`config.mk`:
```
export PLATFORM = sky130hd
export DESIGN_NAME = shift_ctrl
export DESIGN_NICKNAME = d
export VERILOG_FILES = /design/src/rtl/shift_ctrl.sv
export SDC_FILE = /design/constraint.sdc
export NUM_CORES = 1
export LEC_CHECK = 0
export CORE_MARGIN = 2
export CORE_UTILIZATION = 23
export DETAILED_ROUTE_END_ITERATION = 6
export PLACE_DENSITY = 0.35
export SLEW_MARGIN = 20
export SYNTH_ARGS = -nofsm -noshare
export SYNTH_HDL_FRONTEND = slang
export SYNTH_SLANG_ARGS = --single-unit
```
`constraint.sdc`:
```
create_clock -name clk -period 4.1 [get_ports clk]
set_input_delay 0.82 -clock clk [delete_from_list [all_inputs] [get_ports clk]]
set_output_delay 0.82 -clock clk [all_outputs]
set_load 0.005 [all_outputs]
```
`src/rtl/shift_ctrl.sv`:
```
// LED rotator control: prescaled one-cycle shift strobe plus shift direction, taken from a
// debounced push-button toggle or, in ping-pong mode, from the rotator's end bits.
module shift_ctrl #(
    parameter int unsigned N_LEDS     = 4,
    parameter int unsigned CNT_W      = 32,
    parameter int unsigned LIM0       = 2**22 - 1,
    parameter int unsigned LIM1       = 2**23 - 1,
    parameter int unsigned LIM2       = 2**24 - 1,
    parameter int unsigned LIM3       = 2**25 - 1,
    parameter int unsigned DEB_CYCLES = 2**20
) (
    input  logic              clk,
    input  logic              i_ck_rst,
    input  logic              i_run,
    input  logic [1:0]        i_speed_sel,
    input  logic              i_btn_dir,
    input  logic              i_pingpong,
    input  logic [N_LEDS-1:0] i_shiftreg,
    output logic              o_shift_enable,
    output logic              o_shift_dir
);

    localparam int unsigned      DEB_W    = $clog2(DEB_CYCLES + 1);
    localparam logic [DEB_W-1:0] DEB_LAST = DEB_W'(DEB_CYCLES - 1);

    typedef enum logic {
        StIzq = 1'b0,
        StDer = 1'b1
    } dir_e;

    logic [CNT_W-1:0] lim;
    logic [CNT_W-1:0] cnt_q;
    logic             en_q;

    logic             sync1_q, sync2_q;
    logic [DEB_W-1:0] deb_cnt_q;
    logic             deb_q, deb_prev_q;
    logic             toggle;

    dir_e             state_q, state_d;
    logic             at_right, at_left;

    always_comb begin
        lim = CNT_W'(LIM0);
        case (i_speed_sel)
            2'd0:    lim = CNT_W'(LIM0);
            2'd1:    lim = CNT_W'(LIM1);
            2'd2:    lim = CNT_W'(LIM2);
            default: lim = CNT_W'(LIM3);
        endcase
    end

    // '>=' rather than '==' so switching to a smaller limit wraps immediately.
    always_ff @(posedge clk) begin
        if (i_ck_rst) begin
            cnt_q <= '0;
            en_q  <= 1'b0;
        end else if (i_run) begin
            if (cnt_q >= lim) begin
                cnt_q <= '0;
                en_q  <= 1'b1;
            end else begin
                cnt_q <= cnt_q + CNT_W'(1);
                en_q  <= 1'b0;
            end
        end else begin
            en_q <= 1'b0;
        end
    end

    always_ff @(posedge clk) begin
        if (i_ck_rst) begin
            sync1_q    <= 1'b0;
            sync2_q    <= 1'b0;
            deb_cnt_q  <= '0;
            deb_q      <= 1'b0;
            deb_prev_q <= 1'b0;
        end else begin
            sync1_q    <= i_btn_dir;
            sync2_q    <= sync1_q;
            deb_prev_q <= deb_q;
            if (sync2_q == deb_q) begin
                deb_cnt_q <= '0;
            end else if (deb_cnt_q == DEB_LAST) begin
                deb_q     <= sync2_q;
                deb_cnt_q <= '0;
            end else begin
                deb_cnt_q <= deb_cnt_q + DEB_W'(1);
            end
        end
    end

    assign toggle   = deb_q & ~deb_prev_q;
    assign at_right = i_shiftreg[0];
    assign at_left  = i_shiftreg[N_LEDS-1];

    // Both ends lit or neither lit holds direction so the bounce cannot oscillate.
    always_comb begin
        state_d = state_q;
        if (i_pingpong) begin
            if (state_q == StDer) begin
                if (at_right && !at_left) state_d = StIzq;
            end else begin
                if (at_left && !at_right) state_d = StDer;
            end
        end else if (toggle) begin
            state_d = (state_q == StDer) ? StIzq : StDer;
        end
    end

    always_ff @(posedge clk) begin
        if (i_ck_rst) state_q <= StDer;
        else          state_q <= state_d;
    end

    assign o_shift_enable = en_q;
    assign o_shift_dir    = (state_q == StDer);

endmodule

```
# Word level (Yosys, flattened, before mapping)
# Index checks and enable logic that the tools add are counted.
# word_totals
regBits	59
in_bits	11
# op_classes
addsub	2
magnitude_cmp	1
eq_ne	4
muxes	9
bitwise	4
n_reduce_logical	9
# ops
operator	n
25-bit one-hot mux with 3 select lines	1
32-bit by 1-bit adder with 32-bit output (second input constant)	1
32-bit greater-or-equal comparator	1
32-bit 2-to-1 mux	1
21-bit by 1-bit adder with 21-bit output (second input constant)	1
21-bit by 20-bit == test with 1-bit output (second input constant)	1
1-bit 2-to-1 mux	7
1-bit inverter	3
3-bit OR reduction	1
2-bit by 1-bit == test with 1-bit output (second input constant)	1
2-bit == test (second input constant)	1
1-bit logical AND	2
1-bit logical NOT	2
2-bit logical NOT	1
2-bit AND reduction	1
2-bit nonzero test	1
2-bit OR reduction	1
1-bit AND	1
1-bit == test	1

# Logic depth before layout (Yosys ltp)
# logic_depth
depth_word	5
ltp_mapped	7
mapped_depth_nobuf	6

# Worst setup path before layout
# Ideal clock, no wire load.
# synth_path
kind	input-to-reg
startpoint	input port i_run
endpoint	register cnt_q[26]
arrival_time_ns	2.449
slack_ns	1.571
stages	6
path_buffers	2
path_cell_list	buf_4 nand4_1 or4_1 buf_2 or4_1 a211oi_2
# synth_lines
element	line	text
start, declared	14	input logic i_run,
end signal, assigned	63	cnt_q <= cnt_q + CNT_W'(1);
end, declared	32	logic [CNT_W-1:0] cnt_q;

==> metrics <==
CTS tree=built; Crit. Startpoint=i_run; Clock Sink Count=between 50 and 60; final net count=roughly 350; Cell Rows=40; post-CTS sizing=0; DR pass1 iterations=4; status=finished, final reports clean; Synth area leader=dfxtp_1; max cap viols=0; multi-input logic area=0.00155 mm2; post-route clock period utilization=a little over two thirds; Hold Crit Class=register to register; Yosys reg bits=a little under 60; post-synth cell types=43; Die Footprint=~0.013 mm2; warnings from Yosys=0; sequential-to-total area share from yosys stat=between 40% and 50%; vias in the first global route=2334; synthesis-to-layout area growth=18.5%; Primary FF master, synth=dfxtp_1; area of the mapped netlist=between 0.002 and 0.003 mm2; sequential cell area=approximately 0.0012 mm2; CTS root buffer=clkbuf_16; drt drc=0; CTS buffer count=9; Post-Syn Area per Cell=approximately 8.8 um2; worst-margin pin slew=about 0.95 ns; placement-stage cell area=around 0.0031 mm2; reg-to-reg setup timing slack=~1.6 ns; final setup margin=~1.2 ns; Final Hold Fails=0; normalized max-slew margin=between 30% and 40%; latest clock arrival within the worst-skew pair=0.33 ns; top cells by area, synth=dfxtp_1 (42%), xnor2_1 (4.9%), a211oi_1 (4.2%); Layout fillers=about 1300; Syn Nets=338; Clock Tree Buf Depth=2; share of cells above drive strength 1=between 8 and 9%; Starting Density=a little under a quarter; starting DRC count in detailed routing=100; htree depth=3; Slew Limit Fails=0; final RePlAce weighted congestion=0.736; count of final setup violators=0; Pleak=1.01 nW; met2 usage=18.4%; setup TNS=0 ns; f_max=between 300 and 400 MHz; Ports=13; met1 Use GR=between 10 and 15%; GR met3 Demand/Resource=roughly 4.4%; Async S/R FF share, synth=0%; Worst EP required=about 4.3 ns; Clock transition at path regs=about 0.050 ns; Crit. End Element=register; # diodes=0; Critical Path AT=roughly 3.1 ns; largest net degree at the start of global routing=22; first-pass GRT wire length=~12 mm; Final Routed Wirelength=6.64 mm; Hold Path Origin=deb_cnt_q[20]$_SDFF_PP0_; top cell type's share of synthesized area=between 40% and 50%; grt ovf=0; DRT antenna net count=0; R2R Path Start=cnt_q[7]$_SDFFE_PP0P_; area of the core=roughly 0.012 mm2; Post-synth EDFFs=0; Syn Inst Count=roughly 320; VDD IR max=0.150 mV; CTS Hold Bufs=0; worst clock skew=0.00817 ns; dpl cells=roughly 470; total track usage=a little under an eighth; Chip Height=roughly 120 um; RSZ-0062 raised after global routing=no; fin crit period=approximately 2.9 ns; GRT Max-Usage Layer=met2; DR WL/cell=between 10 and 15 um; CP Max Fanout=13; pre-CTS setup slack=slightly below 0.9 ns; Via density=4.88; initial antenna violation count=0; Die Span X=115 um; power per cell area=around 380 mW/mm2; Post-CTS Setup Bufs=0; final std cells w/o fill=485; Worst setup SP type=input port; critical path class=input port to register; Vias=about 2400; Finished Cell Area=roughly 0.0034 mm2; dpl hpwl=roughly 4.5 mm; I/O Buffers=10
==> registers in the layout, indices dropped and copies added, names as in the netlist <==
register	cells
o_shift_dir	1
cnt_q	32
deb_prev_q	1
sync2_q	1
deb_q	1
o_shift_enable	1
deb_cnt_q	21
sync1_q	1
==> path summary, 6_finish.rpt <==
check                             end  cells past startpoint
max            cnt_q[17]$_SDFFE_PP0P_                      6
min          deb_cnt_q[20]$_SDFF_PP0_                      1
max reg2reg    cnt_q[26]$_SDFFE_PP0P_                      4
min reg2reg  deb_cnt_q[20]$_SDFF_PP0_                      1
==> layout make-up <==
| type | instances | share of cell area (%) |
|---|---|---|
| Sequential cell | 59 | 35.1 |
| Timing Repair Buffer | 17 | 4.54 |
| Multi-Input combinational cell | 236 | 46.0 |
| Clock buffer | 13 | 7.44 |
| Inverter | 13 | 1.45 |
| Tap cell | 147 | 5.47 |
==> power by group <==
group          switching (mW)  internal, mW
sequential            0.00402         0.579
combinational          0.0176        0.0174
clock                   0.247         0.414
==> placed cells by master (no fill, tap or decap), types with 9 or more instances in the layout <==
cell	instances
a211oi_1	16
clkbuf_16	9
clkdlybuf4s50_1	10
dfxtp_1	59
inv_1	12
nand2_1	20
nand3_1	15
nand4_1	17
nor2_1	19
nor3_1	21
o21ai_0	11
or3_1	10
or4_1	10
xnor2_1	16
xor2_1	12
==> stage by stage <==
| step | utilization, % | power, mW | hold slack, ns |
|---|---|---|---|
| final | 28.0 | 1.28 | 0.444 |
| after global routing | 28.0 | 1.34 | 0.465 |
| after floorplan | - | 0.612 | 0.414 |
| after detailed placement | 25.9 | 0.630 | 0.436 |
| after CTS | 28.0 | 1.31 | 0.449 |
| after global placement | 25.9 | 0.630 | 0.418 |
==> logic make-up after synthesis <==
group | synth area share (%)
AND/OR/NAND/NOR | 28.8
AO/OA/AOI/OAI | 13.4
XOR/XNOR | 8.64
multiplexers | 0.750
flip-flops | 41.6
buffers and inverters | 4.14
adder cells (fa/ha/maj) | 2.56
==> cell usage after synthesis (2+ instances only) <==
master    number
a211oi_2       2
inv_1         12
or3_1         10
nand4b_1       2
dfxtp_1       59
clkbuf_1       8
nand3_1       15
xnor2_1       16
nand2_1       20
buf_2          4
nor4_1         8
o41ai_1        2
and3_1         3
o21ai_0       11
o31ai_1        8
nand4_1       17
and4_1         7
nand2b_1       2
xor2_1        12
a31o_2         3
nor3_1        21
a211oi_1      16
a21oi_1        8
nor2b_1        6
nor2_1        19
ha_1           5
or4_1         10
==> critical path, cell delays in order <==
cell	delay, ns
clkdlybuf4s50_1	0.51
buf_4	0.19
nand4_1	0.19
or4_1	0.68
or4_1	0.48
a211oi_1	0.25
==> metal layers <==
metal	part of all wire (%)	routed length (um)	vias up
met4	1.4	92	0
met3	3.5	230	7
met2	46	3030	18
li1	-	-	1228
met1	49	3280	1113
met5	0	0	-
Power figures use the tool's default switching activity.
